### src/rtl/object_scanline_feeder.sv
// Object scanline feeder: clears the scanline buffer, then walks OBM from the highest
// index down and streams the pattern pixels of every object that covers the line.

package mapache64;
    typedef struct packed {
        logic [7:0] x;
        logic [7:0] y;
        logic [4:0] pattern;
        logic [3:0] color;
        logic       hflip;
        logic       vflip;
    } obm_object_t;
endpackage

module object_scanline_feeder #(
    parameter int unsigned NUM_OBJECTS = 64,
    parameter int unsigned OBM_AW      = $clog2(NUM_OBJECTS)
) (
    input  logic                  gpu_clk,
    input  logic                  rst,
    input  logic                  line_start_i,
    input  logic [7:0]            line_y_i,
    output logic                  busy_o,
    output logic                  done_o,
    output logic [OBM_AW-1:0]     obm_addr_o,
    input  mapache64::obm_object_t obm_data_i,
    output logic [7:0]            pattern_addr_o,
    input  logic [15:0]           pattern_data_i,
    input  logic                  os_ready_i,
    output logic                  os_clear_start_o,
    output logic [7:0]            os_new_y_o,
    output logic                  os_load_start_o,
    output mapache64::obm_object_t os_load_object_o,
    input  logic [2:0]            os_load_intx_i,
    input  logic [2:0]            os_load_inty_i,
    output logic [1:0]            os_load_lightness_o
);

    typedef enum logic [2:0] {
        S_IDLE,
        S_CLEAR,
        S_CLEAR_WAIT,
        S_FETCH,
        S_CHECK,
        S_LOAD,
        S_LOAD_WAIT,
        S_DONE
    } state_t;

    state_t                 r_state, w_state_nxt;
    logic [7:0]             r_y, w_y_nxt;
    logic [OBM_AW-1:0]      r_idx, w_idx_nxt;
    mapache64::obm_object_t r_obj, w_obj_nxt;
    logic                   r_skip, w_skip_nxt;
    logic                   r_clear_start, w_clear_start_nxt;
    logic                   r_load_start, w_load_start_nxt;
    logic [7:0]             r_new_y, w_new_y_nxt;

    logic [8:0]  w_line9;
    logic [8:0]  w_top9;
    logic        w_hit;
    logic        w_last;
    logic [2:0]  w_row;
    logic [2:0]  w_px;
    logic [15:0] w_shifted;

    // 9-bit compare so objects near the bottom never wrap onto the top lines
    assign w_line9 = {1'b0, r_y};
    assign w_top9  = {1'b0, obm_data_i.y};
    assign w_hit   = (w_line9 >= w_top9) && (w_line9 <= (w_top9 + 9'd7));
    assign w_last  = (r_idx == '0);

    always_comb begin
        w_state_nxt       = r_state;
        w_y_nxt           = r_y;
        w_idx_nxt         = r_idx;
        w_obj_nxt         = r_obj;
        w_skip_nxt        = r_skip;
        w_clear_start_nxt = 1'b0;
        w_load_start_nxt  = 1'b0;
        w_new_y_nxt       = r_new_y;

        case (r_state)
            S_IDLE: begin
                w_state_nxt = S_IDLE;
            end
            S_CLEAR: begin
                if (os_ready_i) begin
                    w_clear_start_nxt = 1'b1;
                    w_new_y_nxt       = r_y;
                    w_skip_nxt        = 1'b1;
                    w_state_nxt       = S_CLEAR_WAIT;
                end
            end
            S_CLEAR_WAIT: begin
                if (r_skip) begin
                    w_skip_nxt = 1'b0;
                end else if (os_ready_i) begin
                    w_state_nxt = S_FETCH;
                end
            end
            S_FETCH: begin
                w_state_nxt = S_CHECK;
            end
            S_CHECK: begin
                w_obj_nxt = obm_data_i;
                if (w_hit) begin
                    w_state_nxt = S_LOAD;
                end else if (w_last) begin
                    w_state_nxt = S_DONE;
                end else begin
                    w_idx_nxt   = r_idx - OBM_AW'(1);
                    w_state_nxt = S_FETCH;
                end
            end
            S_LOAD: begin
                if (os_ready_i) begin
                    w_load_start_nxt = 1'b1;
                    w_skip_nxt       = 1'b1;
                    w_state_nxt      = S_LOAD_WAIT;
                end
            end
            S_LOAD_WAIT: begin
                if (r_skip) begin
                    w_skip_nxt = 1'b0;
                end else if (os_ready_i) begin
                    if (w_last) begin
                        w_state_nxt = S_DONE;
                    end else begin
                        w_idx_nxt   = r_idx - OBM_AW'(1);
                        w_state_nxt = S_FETCH;
                    end
                end
            end
            S_DONE: begin
                w_state_nxt = S_IDLE;
            end
            default: begin
                w_state_nxt = S_IDLE;
            end
        endcase

        // A new line request wins from any state; in-flight buffer work drains on its own
        if (line_start_i) begin
            w_y_nxt           = line_y_i;
            w_idx_nxt         = OBM_AW'(NUM_OBJECTS - 1);
            w_skip_nxt        = 1'b0;
            w_clear_start_nxt = 1'b0;
            w_load_start_nxt  = 1'b0;
            w_state_nxt       = S_CLEAR;
        end
    end

    always_ff @(posedge gpu_clk) begin
        if (rst) begin
            r_state       <= S_IDLE;
            r_y           <= '0;
            r_idx         <= '0;
            r_obj         <= '0;
            r_skip        <= 1'b0;
            r_clear_start <= 1'b0;
            r_load_start  <= 1'b0;
            r_new_y       <= '0;
        end else begin
            r_state       <= w_state_nxt;
            r_y           <= w_y_nxt;
            r_idx         <= w_idx_nxt;
            r_obj         <= w_obj_nxt;
            r_skip        <= w_skip_nxt;
            r_clear_start <= w_clear_start_nxt;
            r_load_start  <= w_load_start_nxt;
            r_new_y       <= w_new_y_nxt;
        end
    end

    // Flips are applied here so the buffer can always walk rows/pixels in screen order
    assign w_row     = r_obj.vflip ? (3'd7 - os_load_inty_i) : os_load_inty_i;
    assign w_px      = r_obj.hflip ? (3'd7 - os_load_intx_i) : os_load_intx_i;
    assign w_shifted = pattern_data_i << {w_px, 1'b0};

    assign pattern_addr_o      = {r_obj.pattern, w_row};
    assign os_load_lightness_o = w_shifted[15:14];

    assign busy_o           = (r_state != S_IDLE);
    assign done_o           = (r_state == S_DONE);
    assign obm_addr_o       = r_idx;
    assign os_clear_start_o = r_clear_start;
    assign os_load_start_o  = r_load_start;
    assign os_new_y_o       = r_new_y;
    assign os_load_object_o = r_obj;

endmodule

### config.mk
export PLATFORM = sky130hd
export DESIGN_NAME = object_scanline_feeder
export DESIGN_NICKNAME = d
export VERILOG_FILES = /design/src/rtl/object_scanline_feeder.sv
export SDC_FILE = /design/constraint.sdc
export NUM_CORES = 1
export LEC_CHECK = 0
export ABC_AREA = 0
export BUFFER_PORTS_ARGS = -buffer_cell sky130_fd_sc_hd__buf_4
export CORE_MARGIN = 3
export CORE_UTILIZATION = 45
export CTS_CLUSTER_SIZE = 20
export DETAILED_ROUTE_END_ITERATION = 8
export PLACE_DENSITY = 0.74
export SETUP_SLACK_MARGIN = 0.2
export SLEW_MARGIN = 5
export SYNTH_ARGS = -nofsm -noshare
export SYNTH_HDL_FRONTEND = slang
export SYNTH_SLANG_ARGS = --single-unit
### constraint.sdc
create_clock -name gpu_clk -period 3.3 [get_ports gpu_clk]
set_clock_uncertainty 0.1 [all_clocks]
set_input_delay 0.495 -clock gpu_clk [delete_from_list [all_inputs] [get_ports gpu_clk]]
set_output_delay 0.495 -clock gpu_clk [all_outputs]
set_load 0.005 [all_outputs]
==> implementation parameters <==
Parameter                              Value

Outcome
  Status ... finished, final reports clean

Layout
  Filler Cell Count ... 597
  Antenna diode count ... 0
  Most common cell after layout, fill and taps aside ... sky130_fd_sc_hd__buf_4
  Most used cells in the layout excluding fill and tap cells ... sky130_fd_sc_hd__buf_4, sky130_fd_sc_hd__nand2_1, sky130_fd_sc_hd__dfxtp_1
  Nets@finish ... 565
  Fraction of layout cells with a size suffix above 1 ... 27.7%
  Area growth, synth to finish ... 30.9%

Timing
  Actual slew at the worst max-slew pin ... 765 ps
  Worst Slack Setup Final ... 647 ps
  Minimum period implied by the final worst setup slack ... 2650 ps
  Max frequency ... roughly 380 MHz
  Count of endpoints failing hold in the final timing report ... 0
  Max-slew violations ... 0
  RSZ-0062 raised after global routing ... no
  Setup violation total in the final timing report ... 0
  Crit share post-route ... roughly four fifths
  Rel. slew slack ... 48.7%
  Total Neg Setup Slack ... 0 ps

Yosys
  XOR/XNOR share of the synthesized area ... 2.58%
  Fraction of the mapped netlist area in simple logic gates ... 23.2%
  Share of flip-flops with an asynchronous set or reset after synthesis ... 0%
  Number of warnings issued by yosys ... 0
  Yosys cell types ... 46
  Synthesized area ... 0.00306 mm2
  Cells after Synth ... 390
  Ys flop type ... sky130_fd_sc_hd__dfxtp_1
  Multiplexer share of the synthesized area ... ~5.2%
  Portion of the post-synthesis area used by sequential elements ... between 30% and 40%
  Number of synthesized flops with an enable pin ... 0
  Main combinational cell family by area after synthesis ... simple AND/OR/NAND/NOR gates
  Synth Area in Compound Gates ... 19.7%
  Syn_nets ... 469
  Adder-cell area share of the yosys netlist ... roughly 7.4%
  Mean area per synthesized cell ... 7.83 um2
  Number of register bits inferred by synthesis ... 55

Floorplan
  Effective utilization at floorplan ... 47.3%
  Standard-cell rows ... 29
  Count of pins on the block boundary ... 116
  Overall die area ... 0.00781 mm2
  Die span in y ... ~88 um
  Horizontal die dimension ... 88.4 um
  Core area ... 0.00646 mm2

Hold path
  Hold Path Cell Cnt ... 3
  Terminating pin of the worst hold path ... os_load_object_o[0]
  Origin of the worst min-delay path ... obm_data_i[0]
  Hold Path Class ... in2reg

Clock network
  Clock root buffer ... sky130_fd_sc_hd__clkbuf_8
  Clock tree from TritonCTS ... built
  Num CTS Buffers ... 5
  Skew-Pair Late Insertion Delay ... around 300 ps
  # H-tree levels ... 2
  Resized Gates After CTS ... 0
  Setup Buffers After CTS ... 0
  Clock slew at the register clock pins of the worst setup and hold paths ... 100 ps
  Maximum number of buffers from clock root to sink ... 2
  CTS Hold Bufs ... 0
  Sinks on Clock Net ... 55

Critical path
  Arrival time worst endpoint ... 2750 ps
  Capturing point of the worst reg2reg path ... obm_addr_o[2]
  Req. time, crit path ... 3400 ps
  FF-to-FF Start ... r_y[0]
  Flop-to-flop setup slack ... 920 ps
  Setup crit start kind ... primary input
  Endpoint kind of the worst setup timing path ... flip-flop
  Category of the most critical setup path ... in2reg
  Maximum fanout encountered on the critical timing path ... 9
  Worst path slowest cell ... sky130_fd_sc_hd__a2111oi_2
  Register-to-Register Path Depth ... 7
  Critical path, cell by cell ... buf_4 > inv_1 > ha_1 > nand2b_1 > nand4_1 > xnor2_1 > ha_1 > a21oi_1 > o2111ai_1 > o211ai_1 > buf_4 > a311oi_1 > a2111oi_2
  Delay of the slowest critical-path stage ... 380 ps

Drt
  Drt drc ... 0
  Wire length per cell after detailed routing ... 14.9 um
  Antenna-violating nets left ... 0
  Number of iterations in the first detailed-routing pass ... 4
  Via count ... 3106
  Vias per cell ... 5.51
  Iteration-0 DRC Markers ... 104
  Post-detailed-routing wire length ... 8390 um

Pwr
  Clock network power share ... 27.3%
  Share of power burned in registers ... 51.5%
  Peak supply drop ... 0.225 mV
  Final Power ... about 1.4 mW
  LEAKAGE ... approximately 1.7 nW
  Relative contribution of combinational cells to total power ... 21.2%
  Pwr dens ... 345 mW/mm2
  Internal power ... about 990 uW
  Sw power ... 394 uW
  Fraction of power spent switching nets ... 28.5%

GRT
  Met1 layer usage reported by global route ... 26.1%
  Initial antenna violation count ... 0
  Global Route Usage Sum ... 21.3%
  Met2 usage in global routing ... a little under two fifths
  Number of global-route vias before repair ... 3030
  Maximum number of pins on one net before global-route repair ... 53
  Met3 Track Usage GR ... ~3.5%
  GRT busiest layer ... met2
  Total congestion overflow after global routing ... 0
  First-pass GRT wire length ... 13600 um

Placement
  Placement Setup Slack ... 382 ps
  Detailed-placement wirelength estimate ... 6370 um
  Placer Congestion ... about 0.9
  IO buf count ... 115

Flow run
  Max capacitance violation total ... 0
[worst max-delay path: cells and delay by family]
family                   cells  cell delay, ps
adder cells (fa/ha/maj)      2             520
AO/OA/AOI/OAI                5             990
XOR/XNOR                     1             150
buffers and inverters        3             340
AND/OR/NAND/NOR              2             250
[area by class of cell]
type,instances,area (um2),area share (%)
timing repair buffer,117,878,22.0
clock inverter,3,23.8,0.594
inverter,14,52.6,1.31
multi-input combinational,293,1780,44.5
sequential,55,1100,27.5
tap,77,96.3,2.41
clock buffer,5,68.8,1.72
[cells in the mapped netlist, types with 3 or more instances]
| cell type | number | area, um2 |
|---|---|---|
| sky130_fd_sc_hd__a2111oi_2 | 3 | 45.0 |
| sky130_fd_sc_hd__a211oi_1 | 4 | 30.0 |
| sky130_fd_sc_hd__a21boi_0 | 3 | 22.5 |
| sky130_fd_sc_hd__a21oi_1 | 43 | 215 |
| sky130_fd_sc_hd__a22o_1 | 3 | 26.3 |
| sky130_fd_sc_hd__a311oi_1 | 6 | 52.6 |
| sky130_fd_sc_hd__buf_4 | 5 | 37.5 |
| sky130_fd_sc_hd__clkbuf_1 | 19 | 71.3 |
| sky130_fd_sc_hd__dfxtp_1 | 55 | 1100 |
| sky130_fd_sc_hd__ha_1 | 18 | 225 |
| sky130_fd_sc_hd__inv_1 | 14 | 52.6 |
| sky130_fd_sc_hd__mux2i_1 | 16 | 160 |
| sky130_fd_sc_hd__nand2_1 | 90 | 338 |
| sky130_fd_sc_hd__nand2b_1 | 7 | 43.8 |
| sky130_fd_sc_hd__nand3_1 | 9 | 45.0 |
| sky130_fd_sc_hd__nand4_1 | 3 | 18.8 |
| sky130_fd_sc_hd__nor2_1 | 26 | 97.6 |
| sky130_fd_sc_hd__nor2b_1 | 5 | 31.3 |
| sky130_fd_sc_hd__nor3_1 | 7 | 35.0 |
| sky130_fd_sc_hd__o2111ai_1 | 3 | 26.3 |
| sky130_fd_sc_hd__o211ai_1 | 3 | 22.5 |
| sky130_fd_sc_hd__o21ai_0 | 6 | 30.0 |
| sky130_fd_sc_hd__or3_1 | 4 | 25.0 |
| sky130_fd_sc_hd__xnor2_1 | 6 | 52.6 |
| sky130_fd_sc_hd__xor2_1 | 3 | 26.3 |
[worst max-delay path by stage]
stage	slack, ps	endpoint	depth (start not counted)	startpoint
2_1_floorplan	510	obm_addr_o[2]	11	obm_data_i[11]
3_3_place_gp	490	obm_addr_o[2]	13	obm_data_i[11]
3_5_place_dp	380	obm_addr_o[3]	13	obm_data_i[11]
4_1_cts	680	obm_addr_o[2]	13	obm_data_i[11]
5_1_grt	460	obm_addr_o[2]	13	obm_data_i[11]
6_report	650	obm_addr_o[2]	13	obm_data_i[11]
[per-stage QoR]
step           hold slack (ps)  std cells  cell area [um2]  util, %
3_5_place_dp               348        556             3910     60.5
6_report                   330        564             4000     61.9
5_1_grt                    323        564             4000     61.9
4_1_cts                    323        564             4000     61.9
2_1_floorplan              344        390             3060        -
3_3_place_gp               343        556             3910     60.5
[kinds of logic (layout without fill, tap and decap cells)]
logic type,after synthesis,in the layout
compound gates,89,89
xor+xnor,9,9
fa+ha+maj,18,18
buf+inv,42,139
flops,55,55
mux,16,16
simple gates,161,161
[flip-flops by register name (all words and copies together) (netlist names)]
signal            flops
os_clear_start_o      1
obm_addr_o            6
r_skip                1
os_load_start_o       1
r_state               3
os_load_object_o     27
r_y                   8
os_new_y_o            8
[metal layers]
layer	up-vias	part of all wire (%)
li1	1544	-
met1	1450	41
met2	104	51
met3	8	6.8
met4	0	1.1
met5	-	0
[power groups by stage]
stage               clock (mW)  sequential, mW  combinational, mW
floorplan                    0           0.719              0.166
global placement             0           0.726              0.284
detailed placement           0           0.727              0.292
CTS                      0.390           0.712              0.293
global route             0.419           0.716              0.329
finish                   0.377           0.712              0.292
Note: power is estimated with default switching activity, not from simulation.
